**config.mk**
```make
export PLATFORM = sky130hd
export DESIGN_NAME = reg_writeback_arbiter
export DESIGN_NICKNAME = d
export VERILOG_FILES = /design/src/rtl/reg_writeback_arbiter_pkg.sv /design/src/rtl/reg_writeback_arbiter_fifo.sv /design/src/rtl/reg_writeback_arbiter.sv
export SDC_FILE = /design/constraint.sdc
export NUM_CORES = 1
export LEC_CHECK = 0
export ABC_AREA = 0
export ABC_CLOCK_PERIOD_IN_PS = 3000
export CAP_MARGIN = 20
export CORE_ASPECT_RATIO = 1.1
export CORE_MARGIN = 2
export CORE_UTILIZATION = 25
export CTS_CLUSTER_SIZE = 8
export DETAILED_ROUTE_END_ITERATION = 10
export PLACE_DENSITY_LB_ADDON = 0.3
export SLEW_MARGIN = 20
export SYNTH_ARGS = -nofsm -noshare
export SYNTH_HDL_FRONTEND = slang
export SYNTH_SLANG_ARGS = --single-unit
```
**constraint.sdc**
```tcl
create_clock -name clock -period 3 [get_ports clock]
set_input_delay 0.3 -clock clock [delete_from_list [all_inputs] [get_ports clock]]
set_output_delay 0.3 -clock clock [all_outputs]
set_load 0.02 [all_outputs]
```
**src/rtl/reg_writeback_arbiter_pkg.sv**
```systemverilog
// Shared types and helpers for the register-file writeback arbiter.
// Entry layout, pointer sizing for the default depth, and destination-decode helper.
package reg_writeback_arbiter_pkg;

  localparam int DEF_DEPTH    = 4;
  localparam int DEF_MAX_WAIT = 3;
  localparam int PTR_W        = $clog2(DEF_DEPTH);

  localparam logic [4:0] ZERO_REG = 5'd0;

  typedef struct packed {
    logic [4:0]  rd;
    logic [31:0] data;
  } wb_entry_t;

  // x0 is never a real destination, so it never contributes a pending bit.
  function automatic logic [31:0] rd_onehot(input logic [4:0] rd);
    logic [31:0] mask;
    mask = 32'd1 << rd;
    if (rd == ZERO_REG) begin
      mask = 32'd0;
    end
    return mask;
  endfunction

endpackage

```
**src/rtl/reg_writeback_arbiter_fifo.sv**
```systemverilog
// Load-result queue: DEPTH entries, registered count, per-entry valid bits
// and destinations exposed so the top can build the pending-register mask.
module wb_fifo
  import reg_writeback_arbiter_pkg::*;
#(
  parameter int DEPTH = DEF_DEPTH
) (
  input  logic                  clock,
  input  logic                  reset,
  input  logic                  enq,
  input  wb_entry_t             wr_entry,
  input  logic                  deq,
  output wb_entry_t             head,
  output logic                  full,
  output logic                  empty,
  output logic [DEPTH-1:0]      entry_valid,
  output logic [DEPTH-1:0][4:0] entry_rd
);

  localparam int AW    = $clog2(DEPTH);
  localparam int CNT_W = AW + 1;

  wb_entry_t        mem [DEPTH];
  logic [AW-1:0]    wr_ptr;
  logic [AW-1:0]    rd_ptr;
  logic [CNT_W-1:0] count;
  logic             do_enq;
  logic             do_deq;

  assign full   = (count == CNT_W'(DEPTH));
  assign empty  = (count == '0);
  assign do_enq = enq && !full;
  assign do_deq = deq && !empty;
  assign head   = mem[rd_ptr];

  // Control state: pointers wrap naturally because DEPTH is a power of two.
  always_ff @(posedge clock or posedge reset) begin
    if (reset) begin
      wr_ptr      <= '0;
      rd_ptr      <= '0;
      count       <= '0;
      entry_valid <= '0;
    end else begin
      if (do_enq) begin
        wr_ptr              <= wr_ptr + AW'(1);
        entry_valid[wr_ptr] <= 1'b1;
      end
      if (do_deq) begin
        rd_ptr              <= rd_ptr + AW'(1);
        entry_valid[rd_ptr] <= 1'b0;
      end
      case ({do_enq, do_deq})
        2'b10:   count <= count + CNT_W'(1);
        2'b01:   count <= count - CNT_W'(1);
        default: count <= count;
      endcase
    end
  end

  // Payload storage carries no reset; entry_valid qualifies every slot.
  always_ff @(posedge clock) begin
    if (do_enq) begin
      mem[wr_ptr] <= wr_entry;
    end
  end

  always_comb begin
    for (int i = 0; i < DEPTH; i++) begin
      entry_rd[i] = mem[i].rd;
    end
  end

endmodule

```
**src/rtl/reg_writeback_arbiter.sv**
```systemverilog
// Merges single-cycle ALU results and queued load results onto the register
// file's single write port; ALU has priority, bounded by a wait counter.
module reg_writeback_arbiter
  import reg_writeback_arbiter_pkg::*;
#(
  parameter int DEPTH    = DEF_DEPTH,
  parameter int MAX_WAIT = DEF_MAX_WAIT
) (
  input  logic        clock,
  input  logic        reset,
  input  logic        alu_valid,
  input  logic [4:0]  alu_rd,
  input  logic [31:0] alu_data,
  output logic        alu_stall,
  input  logic        ld_valid,
  output logic        ld_ready,
  input  logic [4:0]  ld_rd,
  input  logic [31:0] ld_data,
  output logic [4:0]  writeReg,
  output logic [31:0] writeData,
  output logic        regWrite,
  output logic [31:0] pending_mask
);

  localparam int WCNT_W = $clog2(MAX_WAIT + 1);

  wb_entry_t             head;
  wb_entry_t             ld_entry;
  logic                  fifo_full;
  logic                  fifo_empty;
  logic [DEPTH-1:0]      entry_valid;
  logic [DEPTH-1:0][4:0] entry_rd;
  logic                  ld_enq;

  logic [WCNT_W-1:0]     wcnt;
  logic [WCNT_W-1:0]     wcnt_next;
  logic                  forced_drain;
  logic                  alu_win;
  logic                  ld_win;
  logic                  alu_write;

  assign ld_ready        = !fifo_full;
  assign ld_entry.rd     = ld_rd;
  assign ld_entry.data   = ld_data;
  // x0 loads are acknowledged but never occupy a slot.
  assign ld_enq          = ld_valid && (ld_rd != ZERO_REG);

  wb_fifo #(
    .DEPTH (DEPTH)
  ) u_fifo (
    .clock       (clock),
    .reset       (reset),
    .enq         (ld_enq),
    .wr_entry    (ld_entry),
    .deq         (ld_win),
    .head        (head),
    .full        (fifo_full),
    .empty       (fifo_empty),
    .entry_valid (entry_valid),
    .entry_rd    (entry_rd)
  );

  // Stall depends only on queue occupancy and the wait count, never on alu_valid.
  assign forced_drain = !fifo_empty && (wcnt == WCNT_W'(MAX_WAIT));
  assign alu_stall    = forced_drain;

  always_comb begin
    alu_win   = 1'b0;
    ld_win    = 1'b0;
    wcnt_next = wcnt;
    if (fifo_empty) begin
      alu_win   = alu_valid;
      wcnt_next = '0;
    end else if (forced_drain) begin
      ld_win    = 1'b1;
      wcnt_next = '0;
    end else if (alu_valid) begin
      alu_win   = 1'b1;
      wcnt_next = wcnt + WCNT_W'(1);
    end else begin
      ld_win    = 1'b1;
      wcnt_next = '0;
    end
  end

  assign alu_write = alu_win && (alu_rd != ZERO_REG);

  always_ff @(posedge clock or posedge reset) begin
    if (reset) begin
      wcnt <= '0;
    end else begin
      wcnt <= wcnt_next;
    end
  end

  // Output stage: one registered write per cycle; address/data hold when idle.
  always_ff @(posedge clock or posedge reset) begin
    if (reset) begin
      regWrite  <= 1'b0;
      writeReg  <= ZERO_REG;
      writeData <= '0;
    end else begin
      regWrite <= alu_write || ld_win;
      if (alu_write) begin
        writeReg  <= alu_rd;
        writeData <= alu_data;
      end else if (ld_win) begin
        writeReg  <= head.rd;
        writeData <= head.data;
      end
    end
  end

  always_comb begin
    pending_mask = '0;
    for (int i = 0; i < DEPTH; i++) begin
      if (entry_valid[i]) begin
        pending_mask = pending_mask | rd_onehot(entry_rd[i]);
      end
    end
    pending_mask[0] = 1'b0;
  end

endmodule

```
== Yosys cells after proc, flatten, opt, wreduce, memory -nomap -nowiden ==
Memory sizes are Yosys's and may differ from the RTL's.
Cells that the tools add are included.
Storage, ports and cells
  flip-flop bits (word level): 51
  memory bits (writable): 148
  output and inout bits: 72
  memories kept: 1
Memory list
  u_fifo.mem: words 4, width 37, rd ports 5, clocked after Yosys merged registers in 0, wr ports 1, RTL line reg_writeback_arbiter_fifo.sv:23  | wb_entry_t mem [DEPTH];
Operators by class
  add/sub/neg operators: 5
  order comparisons: 4
  equality and inequality tests: 4
  shift-type cells: 4
  mux-type cells: 33
  bitwise operators: 6
  reduce and logical (&&, ||, !) cells: 19
Operator list (count)
  2-to-1 mux 32 bit: 13
  left shift 1 x 5 -> 32 bit, first input constant: 4
  OR 32 bit: 3
  logical NOT 5 bit: 4
  2-to-1 mux 1 bit: 10
  2-to-1 mux 5 bit: 2
  nonzero test 5 bit: 2
  2-to-1 mux 4 bit: 2
  logical AND 1 bit: 7
  adder 2 x 1 -> 2 bit, second input constant: 3
  less-than comparator 2 x 3 -> 1 bit, second input constant: 2
  2-to-1 mux 2 bit: 3
  one-hot mux 3 bit (2 select lines): 1
  AND 4 bit: 1
  demux 1 bit (select 2 bit): 2
  == test 2 bit, second input constant: 2
  >= comparator 2 x 1 -> 1 bit, second input constant: 2
  NOT 4 bit: 1
  OR 4 bit: 1
  nonzero test 2 bit: 2
  adder 3 x 1 -> 3 bit, second input constant: 1
  == test 3 bit, second input constant: 1
  logical NOT 3 bit: 1
  subtractor 3 x 1 -> 3 bit, second input constant: 1
  3 further kinds: 4

== Logic depth before layout (Yosys ltp) ==
Gate-level depths: netlist (run 1).
An unclocked memory read counts as a cell.
  depth after elaboration: 10
  gate-level depth with buffers: 10

== Modules after synthesis ==
A second synthesis (run 1) with hierarchy kept.
Second synthesis, totals
  cells, all modules: 623
  area total of the unflattened synthesis: 9153.8 µm²
Modules (own cells, without submodules)
  wb_fifo: instances 1, cells each 268, area an instance 6133.4 µm²
  reg_writeback_arbiter: instances 1, cells each 355, area an instance 3020.4 µm²

== Least setup slack after synthesis (run 1) ==
Ideal clock, no wire load.
  path kind: register to register
  from: reg u_fifo.count[0]
  to: reg u_fifo.count[2]
  library setup time: 79 ps
  arrival time: 2327 ps
  required time: 2921 ps
  path slack: 594 ps
  stages on the path, launching flop included: 11
  clock period less this slack: 2406 ps
  cell sequence: dfrtp_1 > or3b_2 > clkbuf_1 > o211a_1 > inv_1 > ha_1 > inv_1 > fa_1 > xor2_1 > nor2_1 > xor2_1
On the way
  elaborated cells between the ends (all ways): 15
  classes of those cells: add/sub: 2; eq/ne: 3; mux: 3; reduce/logical: 7
RTL lines
  start, declared: RTL line reg_writeback_arbiter_fifo.sv:26  | logic [CNT_W-1:0] count;
  start signal, assigned: RTL line reg_writeback_arbiter_fifo.sv:53  | 2'b10: count <= count + CNT_W'(1);
  start signal, assigned: RTL line reg_writeback_arbiter_fifo.sv:54  | 2'b01: count <= count - CNT_W'(1);
  start signal, assigned: RTL line reg_writeback_arbiter_fifo.sv:55  | default: count <= count;
  == test 3 bit (*): RTL line reg_writeback_arbiter_fifo.sv:30  | assign full = (count == CNT_W'(DEPTH));
  logical NOT 1 bit (*)
  named net ld_ready: RTL line reg_writeback_arbiter.sv:16  | output logic ld_ready,
  logical AND 1 bit (*): RTL line reg_writeback_arbiter_fifo.sv:32  | assign do_enq = enq && !full;
  == test 2 x 1 -> 1 bit / == test 2 bit (equally long branches): RTL line reg_writeback_arbiter_fifo.sv:52  | case ({do_enq, do_deq})
  one-hot mux 3 bit (2 select lines) / nonzero test 2 bit (equally long branches)
The timed path passes the listed nets; every way through them passes the cells marked *.
A chain may end at the register's enable or synchronous reset.

==> results.py, run 1 <==
metrics = {
    "yosys": {
        "synth_flop_cell": "edfxtp_1",
        "synth_edf_count": 148,
        "ys_types": 56,
        "yosys_warnings": 0,
        "syn-mean-instance-area_sq_um": 14.33,
        "seq_area_frac_synth_pct": 61.91,
        "async_flop_share_pct": 25.63,
        "yosys_register_bits": 199,
        "synth_cells": 645,
        "syn_nets": 734,
        "syn_area_sq_mm": 0.009240,
    },
    "final_layout": {
        "layout_commonest_cell": "edfxtp_1",
        "stdcell_area_sq_mm": 0.01204,
        "drive_above_1_share_pct": 16.89,
        "area_growth_pct": 30.25,
        "multi_input_comb_area_sq_mm": 0.003222,
        "seqCellArea_sq_mm": 0.005723,
        "final_nets": 887,
        "fillers": 3543,
        "final_cell_mix": "edfxtp_1 (148), clkdlybuf4s50_1 (145), dfrtp_1 (49)",
    },
    "sta": {
        "fin_crit_ps": 2961,
        "finalHoldViolCount": 0,
        "rsz0062_at_grt": "true",
        "setup-violations-final": 0,
        "skew_ps": 8.544,
        "slew_violations": 0,
        "fmax_ghz": 0.3377,
        "timing.final.crit_share_pct": 98.71,
        "worst_pin_slew_ps": 884.4,
        "slew_headroom_pct": 40.97,
    },
    "route": {
        "routed_via_density": 5.032,
        "drc": 0,
        "wire_per_inst_microns": 21.36,
        "final_antenna_net_count": 0,
        "vias": 6536,
        "wirelength_microns": 27750,
        "drt_iter0_drc": 534,
        "drtPass1Iterations": 5,
    },
    "setup_path": {
        "crit_required_ps": 2700,
        "cp_max_fo": 12,
        "slowest_stage": "nor4bb_1",
        "endpoint_kind": "primary output",
        "reg2reg_depth": 9,
        "reg2reg_to": "u_fifo.count[2]",
        "cp.arrival_ps": 2660,
        "start_kind": "flip-flop",
        "reg2reg_setup_slack_ps": 550,
        "crit_chain": "buf_4 -> nor4bb_1 -> a22oi_1 -> o221ai_1 -> clkdlybuf4s50_1",
        "max_stage_delay_ps": 660,
        "cp-startpoint": "u_fifo.mem[1][33]",
        "crit_type": "flip-flop to primary output",
        "rr_startpoint": "u_fifo.count[0]",
        "critPathCapture": "pending_mask[16]",
    },
    "power_and_ir_drop": {
        "switchingPower_mw": 3.444,
        "pwr-share-seq_pct": 42.3,
        "pwr-share-clk_pct": 21.2,
        "switching_share_pct": 34.89,
        "p_leak_nw": 3.985,
        "internal_power_mw": 6.426,
        "ir_drop_uv": 380.7,
        "combPwrFrac_pct": 36.6,
        "p_total_mw": 9.871,
        "p_per_area_mw_per_mm2": 820.1,
    },
    "global_route": {
        "gr-total-overflow": 0,
        "grt_pass1_wl_microns": 41430,
        "grt_max_degree": 52,
        "antenna_found_initial": 0,
        "grt_pass1_vias": 6678,
        "grt_use_total_pct": 14.28,
    },
    "cts": {
        "cts_tree": "done",
        "clockBufferDepth": 2,
        "clock_latency_ps": 430,
        "numCtsBuffers": 17,
        "clkTransAtPathRegs_ps": 70,
        "cts_hold_buffers": 0,
        "clock-sinks": 199,
        "cts_root_buffer": "clkbuf_16",
        "cts.htree.levels": 4,
    },
    "placement": {
        "place.gp.congestion": 0.8242,
        "placed_cell_area_sq_mm": 0.01145,
        "hpwlAfterDp_microns": 19200,
        "io_buffers": 148,
    },
    "die": {
        "coreArea_sq_mm": 0.03626,
        "die_h_microns": 205.6,
        "die_w_microns": 187.3,
        "start_util_pct": 25.48,
        "rows": 73,
        "ios": 150,
        "dieArea_sq_mm": 0.03852,
    },
    "hold_path": {
        "worstHoldPathType": "input port to async pin",
    },
    "run_status": {
        "status": "completed",
    },
    "job": {
        "drv_cap": 0,
    },
}
-- stage by stage --
stage	utilization [%]	setup WS, ps	hold WS [ps]	setup TNS (ps)	instances
after floorplan	-	594.2	398.9	0	645
after global placement	31.58	155.5	425.8	0	1261
after detailed placement	31.58	118.9	446.4	0	1261
after CTS	33.02	30.46	456.2	0	1293
after global routing	33.18	-19.70	475.4	-19.70	1298
final	33.19	38.76	442.3	0	1299
-- flip-flops by register name (all words and copies together) (netlist names) --
signal / cells
writeData: 32
writeReg: 5
wcnt: 2
u_fifo.entry_valid: 4
u_fifo.count: 3
regWrite: 1
u_fifo.wr_ptr: 2
u_fifo.mem: 148
u_fifo.rd_ptr: 2
-- cell usage after synthesis, types with 2 or more instances --
library cell,count,area [sq um]
xnor2_1,3,26.28
nor2b_1,10,62.56
clkbuf_1,43,161.4
a32oi_1,5,43.79
nand4b_1,9,78.83
xor2_1,2,17.52
and2_1,2,12.51
buf_2,4,20.02
o211ai_1,3,22.52
nor4bb_1,7,70.07
buf_6,3,33.78
nand3_1,41,205.2
or4b_2,3,30.03
or2_2,3,18.77
buf_1,6,22.52
or3b_2,3,26.28
inv_1,20,75.07
o2111ai_1,4,35.03
a2111oi_0,36,315.3
nor2_1,9,33.78
and4b_1,2,20.02
a22oi_1,18,135.1
dfrtp_1,51,1276
buf_4,3,22.52
and4_1,2,17.52
o221ai_1,27,236.5
nand4_1,2,12.51
edfxtp_1,148,4444
o32a_1,3,30.03
a31oi_1,36,225.2
nand3b_1,2,15.01
clkinv_1,2,7.510
mux4_2,37,833.3
nor4_1,2,12.51
o21ai_0,36,180.2
nand2b_1,14,87.58
ha_1,10,125.1
o22a_1,7,61.31
nand2_1,10,37.54
-- critical path: cells and delay by family, from the launching register on --
family,cells,cell delay [ps]
buffers and inverters,2,850
AO/OA/AOI/OAI,2,300
flip-flops,1,420
AND/OR/NAND/NOR,1,660
-- timing repair --
item / 4_1_cts / 5_1_grt
gates cloned: 0 / 0
setup endpoints to repair: 2 / 9
buffers inserted: 0 / 5
gates resized for setup: 2 / 4
-- cell families after synthesis --
| logic type | Yosys count | share of synthesized area, % |
|---|---|---|
| other | 1 | 0.04058 |
| AO/OA/AOI/OAI | 183 | 14.64 |
| multiplexers | 39 | 9.248 |
| XOR/XNOR | 5 | 0.4740 |
| flip-flops | 199 | 61.91 |
| AND/OR/NAND/NOR | 126 | 8.409 |
| adder cells (fa/ha/maj) | 11 | 1.571 |
| buffers and inverters | 81 | 3.710 |
-- power by group through the flow --
stage / logic [mW] / registers, mW / clock network [mW]
CTS: 3.65 / 4.18 / 2.14
floorplan: 2.08 / 4.21 / 0
global route: 3.91 / 4.25 / 2.24
finish: 3.61 / 4.17 / 2.09
detailed placement: 3.64 / 4.23 / 0
global placement: 3.62 / 4.23 / 0
-- final cells by class --
| type | instances | share of cell area (%) |
|---|---|---|
| Sequential cell | 199 | 47.55 |
| Antenna cell | 1 | 0.02079 |
| Timing Repair Buffer | 193 | 15.53 |
| Inverter | 22 | 0.6861 |
| Clock buffer | 18 | 3.566 |
| Clock inverter | 14 | 0.8109 |
| Multi-Input combinational cell | 365 | 26.77 |
| Tap cell | 487 | 5.063 |
-- layer usage --
layer  vias up  routed length (microns)  track usage [%]
met3        26                     1147            2.217
li1       2973                        -                -
met2       191                    14040            24.02
met4         0                      421            4.280
met1      3346                    12140            19.05
met5         -                        0                0
-- how the worst min path moves through the flow --
| stage | startpoint | to | slack, ps | cells past startpoint |
|---|---|---|---|---|
| final | reset | writeData[7] | 440 | 3 |
| after global placement | wcnt[0] | wcnt[0] | 430 | 1 |
| after detailed placement | wcnt[0] | wcnt[0] | 450 | 1 |
| after floorplan | ld_data[0] | u_fifo.mem[0][0] | 400 | 0 |
| after global routing | wcnt[0] | wcnt[0] | 480 | 1 |
| after CTS | reset | writeData[9] | 460 | 3 |
(Power assumes the default switching activity.)
==> inputs of run 2 (changes only) <==
CORE_ASPECT_RATIO = unset   (was 1.1)
==> run 2 against run 1 <==
  * Core utilization down 0.22 points
  * Cell area about the same
  * Register-to-register slack better by 60 ps
  * Setup slack better by 56 ps
  * Clock-buffer cell count unchanged
  * Global-route usage up 0.43 points
  * Sequential power down 3%
  * Largest power group unchanged
==> results.py, run 2 (same netlist as run 1, synthesis figures left out) <==
metrics = {
    "sta": {
        "rsz0062_at_grt": "false",
        "slew_headroom_pct": 48.60,
        "slew_violations": 0,
        "skew_ps": 17.77,
        "worst_pin_slew_ps": 770.2,
        "finalHoldViolCount": 0,
        "timing.final.crit_share_pct": 96.83,
        "fmax_ghz": 0.3442,
        "setup-violations-final": 0,
        "setup_ws_ps": 95.07,
        "fin_crit_ps": 2905,
        "tns_ps": 0,
    },
    "final_layout": {
        "layout_commonest_cell": "edfxtp_1",
        "final_cell_mix": "edfxtp_1 (148), clkdlybuf4s50_1 (146), dfrtp_1 (49)",
        "num_antenna_cells": 0,
        "fillers": 3563,
        "multi_input_comb_area_sq_mm": 0.003208,
        "drive_above_1_share_pct": 16.25,
        "largest_reg_flops": 148,
        "final_cells": 1274,
        "stdcell_area_sq_mm": 0.01204,
        "top_register": "u_fifo.mem",
        "seqCellArea_sq_mm": 0.005723,
        "final_nets": 882,
        "reg.largest.list": "u_fifo.mem (148), writeData (32), writeReg (5)",
        "area_growth_pct": 30.32,
    },
    "job": {
        "drv_cap": 0,
    },
    "power_and_ir_drop": {
        "internal_power_mw": 6.589,
        "p_per_area_mw_per_mm2": 842.3,
        "combPwrFrac_pct": 36.4,
        "switching_share_pct": 35.04,
        "switchingPower_mw": 3.554,
        "p_leak_nw": 3.987,
        "pwr-share-clk_pct": 23.6,
        "ir_drop_uv": 343.3,
        "pwr-share-seq_pct": 40.0,
    },
    "die": {
        "ios": 150,
        "die_h_microns": 196.3,
        "dieArea_sq_mm": 0.03851,
        "start_util_pct": 25.30,
        "rows": 70,
        "coreArea_sq_mm": 0.03652,
        "die_w_microns": 196.3,
    },
    "global_route": {
        "gr-total-overflow": 0,
        "grt_pass1_wl_microns": 42350,
        "grt_max_degree": 41,
        "grt_use_total_pct": 14.71,
        "grt_pass1_vias": 6828,
        "antenna_found_initial": 0,
    },
    "setup_path": {
        "crit_chain": "or4b_2 -> o22ai_1 -> a221o_1 -> clkdlybuf4s50_1",
        "start_kind": "flip-flop",
        "slowest_stage": "or4b_2",
        "cp_max_fo": 8,
        "cp-startpoint": "u_fifo.mem[0][36]",
        "crit_required_ps": 2700,
        "crit_type": "flip-flop to primary output",
        "worst_path_dominant_cell_family": "simple AND/OR/NAND/NOR gates",
        "rr_startpoint": "u_fifo.count[0]",
        "cp.arrival_ps": 2600,
        "endpoint_kind": "primary output",
        "path_buf_inv": 1,
        "max_stage_delay_ps": 760,
        "reg2reg_depth": 9,
        "crit_cells": 4,
    },
    "cts": {
        "numCtsBuffers": 17,
        "clock_latency_ps": 440,
        "cts_root_buffer": "clkbuf_16",
        "cts_hold_buffers": 0,
        "cts_tree": "done",
        "clockBufferDepth": 2,
        "clkTransAtPathRegs_ps": 70,
        "clock-sinks": 199,
        "cts.htree.levels": 4,
    },
    "route": {
        "drc": 0,
        "final_antenna_net_count": 0,
        "wirelength_microns": 28180,
        "routed_via_density": 5.263,
        "drtPass1Iterations": 5,
        "vias": 6705,
        "wire_per_inst_microns": 22.12,
        "drt_iter0_drc": 564,
    },
    "placement": {
        "placed_cell_area_sq_mm": 0.01139,
        "place.gp.congestion": 0.8592,
        "pre_cts_slack_ps": 159.8,
        "dp_cells": 1237,
        "io_buffers": 148,
        "hpwlAfterDp_microns": 18580,
    },
    "run_status": {
        "status": "completed",
    },
    "hold_path": {
        "worstHoldPathType": "input port to async pin",
    },
}
run 2: timing repair:
action                                  in CTS  in global routing
pin swaps                                    0                  0
setup buffers                                3                  2
endpoints found under the setup margin       3                  4
hold endpoints to repair                     0                  0
cloned                                       0                  0
resized for setup                            2                  1
run 2: per-layer routing:
metal  global-route usage (%)  vias to the layer above  routed length, microns
met1                    20.11                     3479                   12910
met3                    3.094                       33                    1410
met4                    4.349                        0                     371
met5                        0                        -                       0
li1                         -                     2965                       -
met2                    23.55                      228                   13490
run 2: per-stage QoR:
stage,hold WS (ps),utilization [%],total power [mW]
CTS,324.0,32.91,10.24
detailed placement,437.3,31.18,7.820
floorplan,398.9,-,6.289
global route,347.6,32.97,10.68
finish,294.6,32.97,10.14
global placement,425.0,31.18,7.799
run 2: power groups by stage:
stage | sequential [mW] | clock [mW] | combinational (mW)
floorplan | 4.21 | 0 | 2.08
global placement | 4.11 | 0 | 3.69
global route | 4.13 | 2.55 | 4.00
detailed placement | 4.12 | 0 | 3.70
CTS | 4.06 | 2.45 | 3.73
finish | 4.05 | 2.39 | 3.70
run 2: final timing paths:
check | end | slack [ps]
worst max-delay path | pending_mask[3] | 100
worst min-delay path | u_fifo.entry_valid[0] | 290
worst max register to register | u_fifo.count[2] | 610
worst min register to register | wcnt[0] | 440
max in group asynchronous | writeData[23] | 2110
min in group clock | wcnt[0] | 440
run 2: area by class of cell:
class                      count  area share (%)
clock buffer                  18           3.564
clock inverter                14           1.527
inverter                      22          0.6858
multi-input combinational    365           26.64
sequential                   199           47.53
tap                          468           4.863
timing repair buffer         188           15.19
==> inputs of run 3 (changes only) <==
CTS_BUF_LIST = sky130_fd_sc_hd__clkbuf_4 sky130_fd_sc_hd__clkbuf_8   (was unset)
SETUP_SLACK_MARGIN = 0.5   (was unset)
==> run 3 against run 2 <==
  * Worst hold slack worse by 41 ps
  * Cell count is 1.4% higher
  * Critical path depth stayed put
  * Clock skew is 3.9 ps higher
  * Fmax is 16% higher
  * Global-route usage hardly changed
  * Sequential share of layout area is 0.33 points higher
  * Critical endpoint is now pending_mask[4]
  * Setup slack better by 410 ps
  * Cell area is 0.55% lower
==> results.py, run 3 (same netlist as run 1, synthesis figures left out) <==
metrics = {
    "cts": {
        "cts.htree.levels": 4,
        "clock_latency_ps": 460,
        "cts_tree": "done",
        "clockBufferDepth": 2,
        "clkTransAtPathRegs_ps": 120,
        "numCtsBuffers": 17,
        "clock-sinks": 199,
        "cts_root_buffer": "clkbuf_8",
        "cts_hold_buffers": 0,
    },
    "setup_path": {
        "crit_type": "flip-flop to primary output",
        "start_kind": "flip-flop",
        "max_stage_delay_ps": 650,
        "crit_required_ps": 2700,
        "endpoint_kind": "primary output",
        "slowest_stage": "or4b_2",
        "path_buf_inv": 1,
        "cp.arrival_ps": 2200,
        "crit_chain": "or4b_2 -> o32a_1 -> o221ai_1 -> clkbuf_2",
        "worst_path_dominant_cell_family": "simple AND/OR/NAND/NOR gates",
        "cp_max_fo": 9,
    },
    "final_layout": {
        "num_antenna_cells": 0,
        "reg.largest.list": "u_fifo.mem (148), writeData (32), writeReg (5)",
        "final_cells": 1292,
        "final_nets": 900,
        "final_cell_mix": "edfxtp_1 (148), clkdlybuf4s50_1 (117), buf_4 (55)",
        "fillers": 3601,
        "drive_above_1_share_pct": 21.97,
        "top_register": "u_fifo.mem",
        "largest_reg_flops": 148,
        "layout_commonest_cell": "edfxtp_1",
        "area_growth_pct": 29.60,
    },
    "sta": {
        "fin_crit_ps": 2499,
        "rsz0062_at_grt": "true",
        "fmax_ghz": 0.4001,
        "setup-violations-final": 0,
        "worst_pin_slew_ps": 776.9,
        "slew_headroom_pct": 48.15,
        "skew_ps": 21.63,
        "tns_ps": 0,
        "slew_violations": 0,
        "finalHoldViolCount": 0,
        "timing.final.crit_share_pct": 83.31,
    },
    "route": {
        "met3_wirelength_microns": 1595,
        "wl_met1_microns": 13010,
        "wire_per_inst_microns": 22.31,
        "routed_via_density": 5.264,
        "dr.max_layer_used": "met4",
        "vias": 6801,
        "final_antenna_net_count": 0,
        "met2WireLength_microns": 13840,
        "drc": 0,
        "drt_iter0_drc": 572,
        "wirelength_microns": 28820,
        "drtPass1Iterations": 5,
    },
    "power_and_ir_drop": {
        "p_per_area_mw_per_mm2": 807.4,
        "p_leak_nw": 4.066,
        "ir_drop_uv": 333.1,
    },
    "run_status": {
        "status": "completed",
    },
    "placement": {
        "hpwlAfterDp_microns": 18580,
        "dp_cells": 1237,
        "io_buffers": 148,
        "place.gp.congestion": 0.8592,
    },
    "die": {
        "rows": 70,
        "start_util_pct": 25.30,
        "coreArea_sq_mm": 0.03652,
        "ios": 150,
        "die_h_microns": 196.3,
        "dieArea_sq_mm": 0.03851,
        "die_w_microns": 196.3,
    },
    "job": {
        "drv_cap": 0,
    },
    "global_route": {
        "antenna_found_initial": 0,
        "gr-total-overflow": 0,
        "grt_pass1_vias": 6874,
        "grt_max_degree": 41,
        "grt_pass1_wl_microns": 42440,
        "grt_use_total_pct": 14.74,
    },
    "hold_path": {
        "worstHoldPathType": "input port to async pin",
    },
}
==> run 3: changes by cell type in the layout (fill, tap and decap cells not counted), sizes merged <==
cell           delta
dlygate4sd2       +8
clkbuf           +10
clkdlybuf4s15     +4
o31a              +1
buf              +24
clkdlybuf4s50    -29
clkinv            -1
clkinvlp          +1
==> run 3: power breakdown <==
| group | internal [mW] | leakage (nW) | switching, mW |
|---|---|---|---|
| Sequential | 3.68 | 1.94 | 0.390 |
| Clock | 0.796 | 0.218 | 1.05 |
| Combinational | 1.66 | 1.91 | 2.10 |
==> run 3: layout make-up <==
type / count / area [sq um] / share of cell area (%)
clock buffers: 18 / 241.5 / 2.017
flip-flops and latches: 199 / 5731 / 47.85
inverters: 22 / 86.33 / 0.7209
repair buffers: 205 / 1868 / 15.60
well taps: 468 / 585.6 / 4.890
multi-input cells: 366 / 3279 / 27.38
clock inverters: 14 / 183.9 / 1.536
==> run 3: what timing repair did <==
action | CTS | global route
cloned | 0 | 1
buffers inserted | 18 | 4
endpoints found under the setup margin | 32 | 25
resized for setup | 64 | 49
==> run 3: routing by layer <==
metal | vias up | track usage (%)
met3 | 26 | 3.249
met4 | 0 | 3.844
met1 | 3532 | 20.19
met2 | 234 | 23.69
li1 | 3009 | -
met5 | - | 0
==> run 3: path summary, 6_finish.rpt <==
| path | from | to | slack (ps) | cells after the start |
|---|---|---|---|---|
| worst max-delay path | u_fifo.entry_valid[2] | pending_mask[4] | 500 | 4 |
| worst min-delay path | reset | writeReg[0] | 250 | 2 |
| worst max register to register | u_fifo.count[0] | u_fifo.count[2] | 650 | 9 |
| worst min register to register | wcnt[0] | wcnt[0] | 450 | 1 |
| max in group asynchronous | reset | writeData[23] | 2150 | 3 |
| min in group clock | wcnt[0] | wcnt[0] | 450 | 1 |
==> run 3: worst reg2reg max path, cell delays in order, from the launching register on <==
cell	delay [ps]
dfrtp_2	500
or3_2	510
nand2_1	160
clkinvlp_4	200
ha_1	250
inv_1	70
fa_1	170
xor2_1	160
nor2_1	70
xor2_1	140
==> run 3: stage by stage <==
| step | power (mW) | cell area, sq um | hold slack (ps) | setup slack, ps | utilization, % |
|---|---|---|---|---|---|
| floorplan | 6.289 | 9240 | 398.9 | 594.2 | - |
| global placement | 7.799 | 11390 | 425.0 | 165.4 | 31.18 |
| detailed placement | 7.820 | 11390 | 437.3 | 159.8 | 31.18 |
| CTS | 9.698 | 11950 | 271.0 | 323.2 | 32.73 |
| global route | 10.20 | 11980 | 290.8 | 415.6 | 32.79 |
| finish | 9.669 | 11980 | 253.6 | 500.7 | 32.79 |
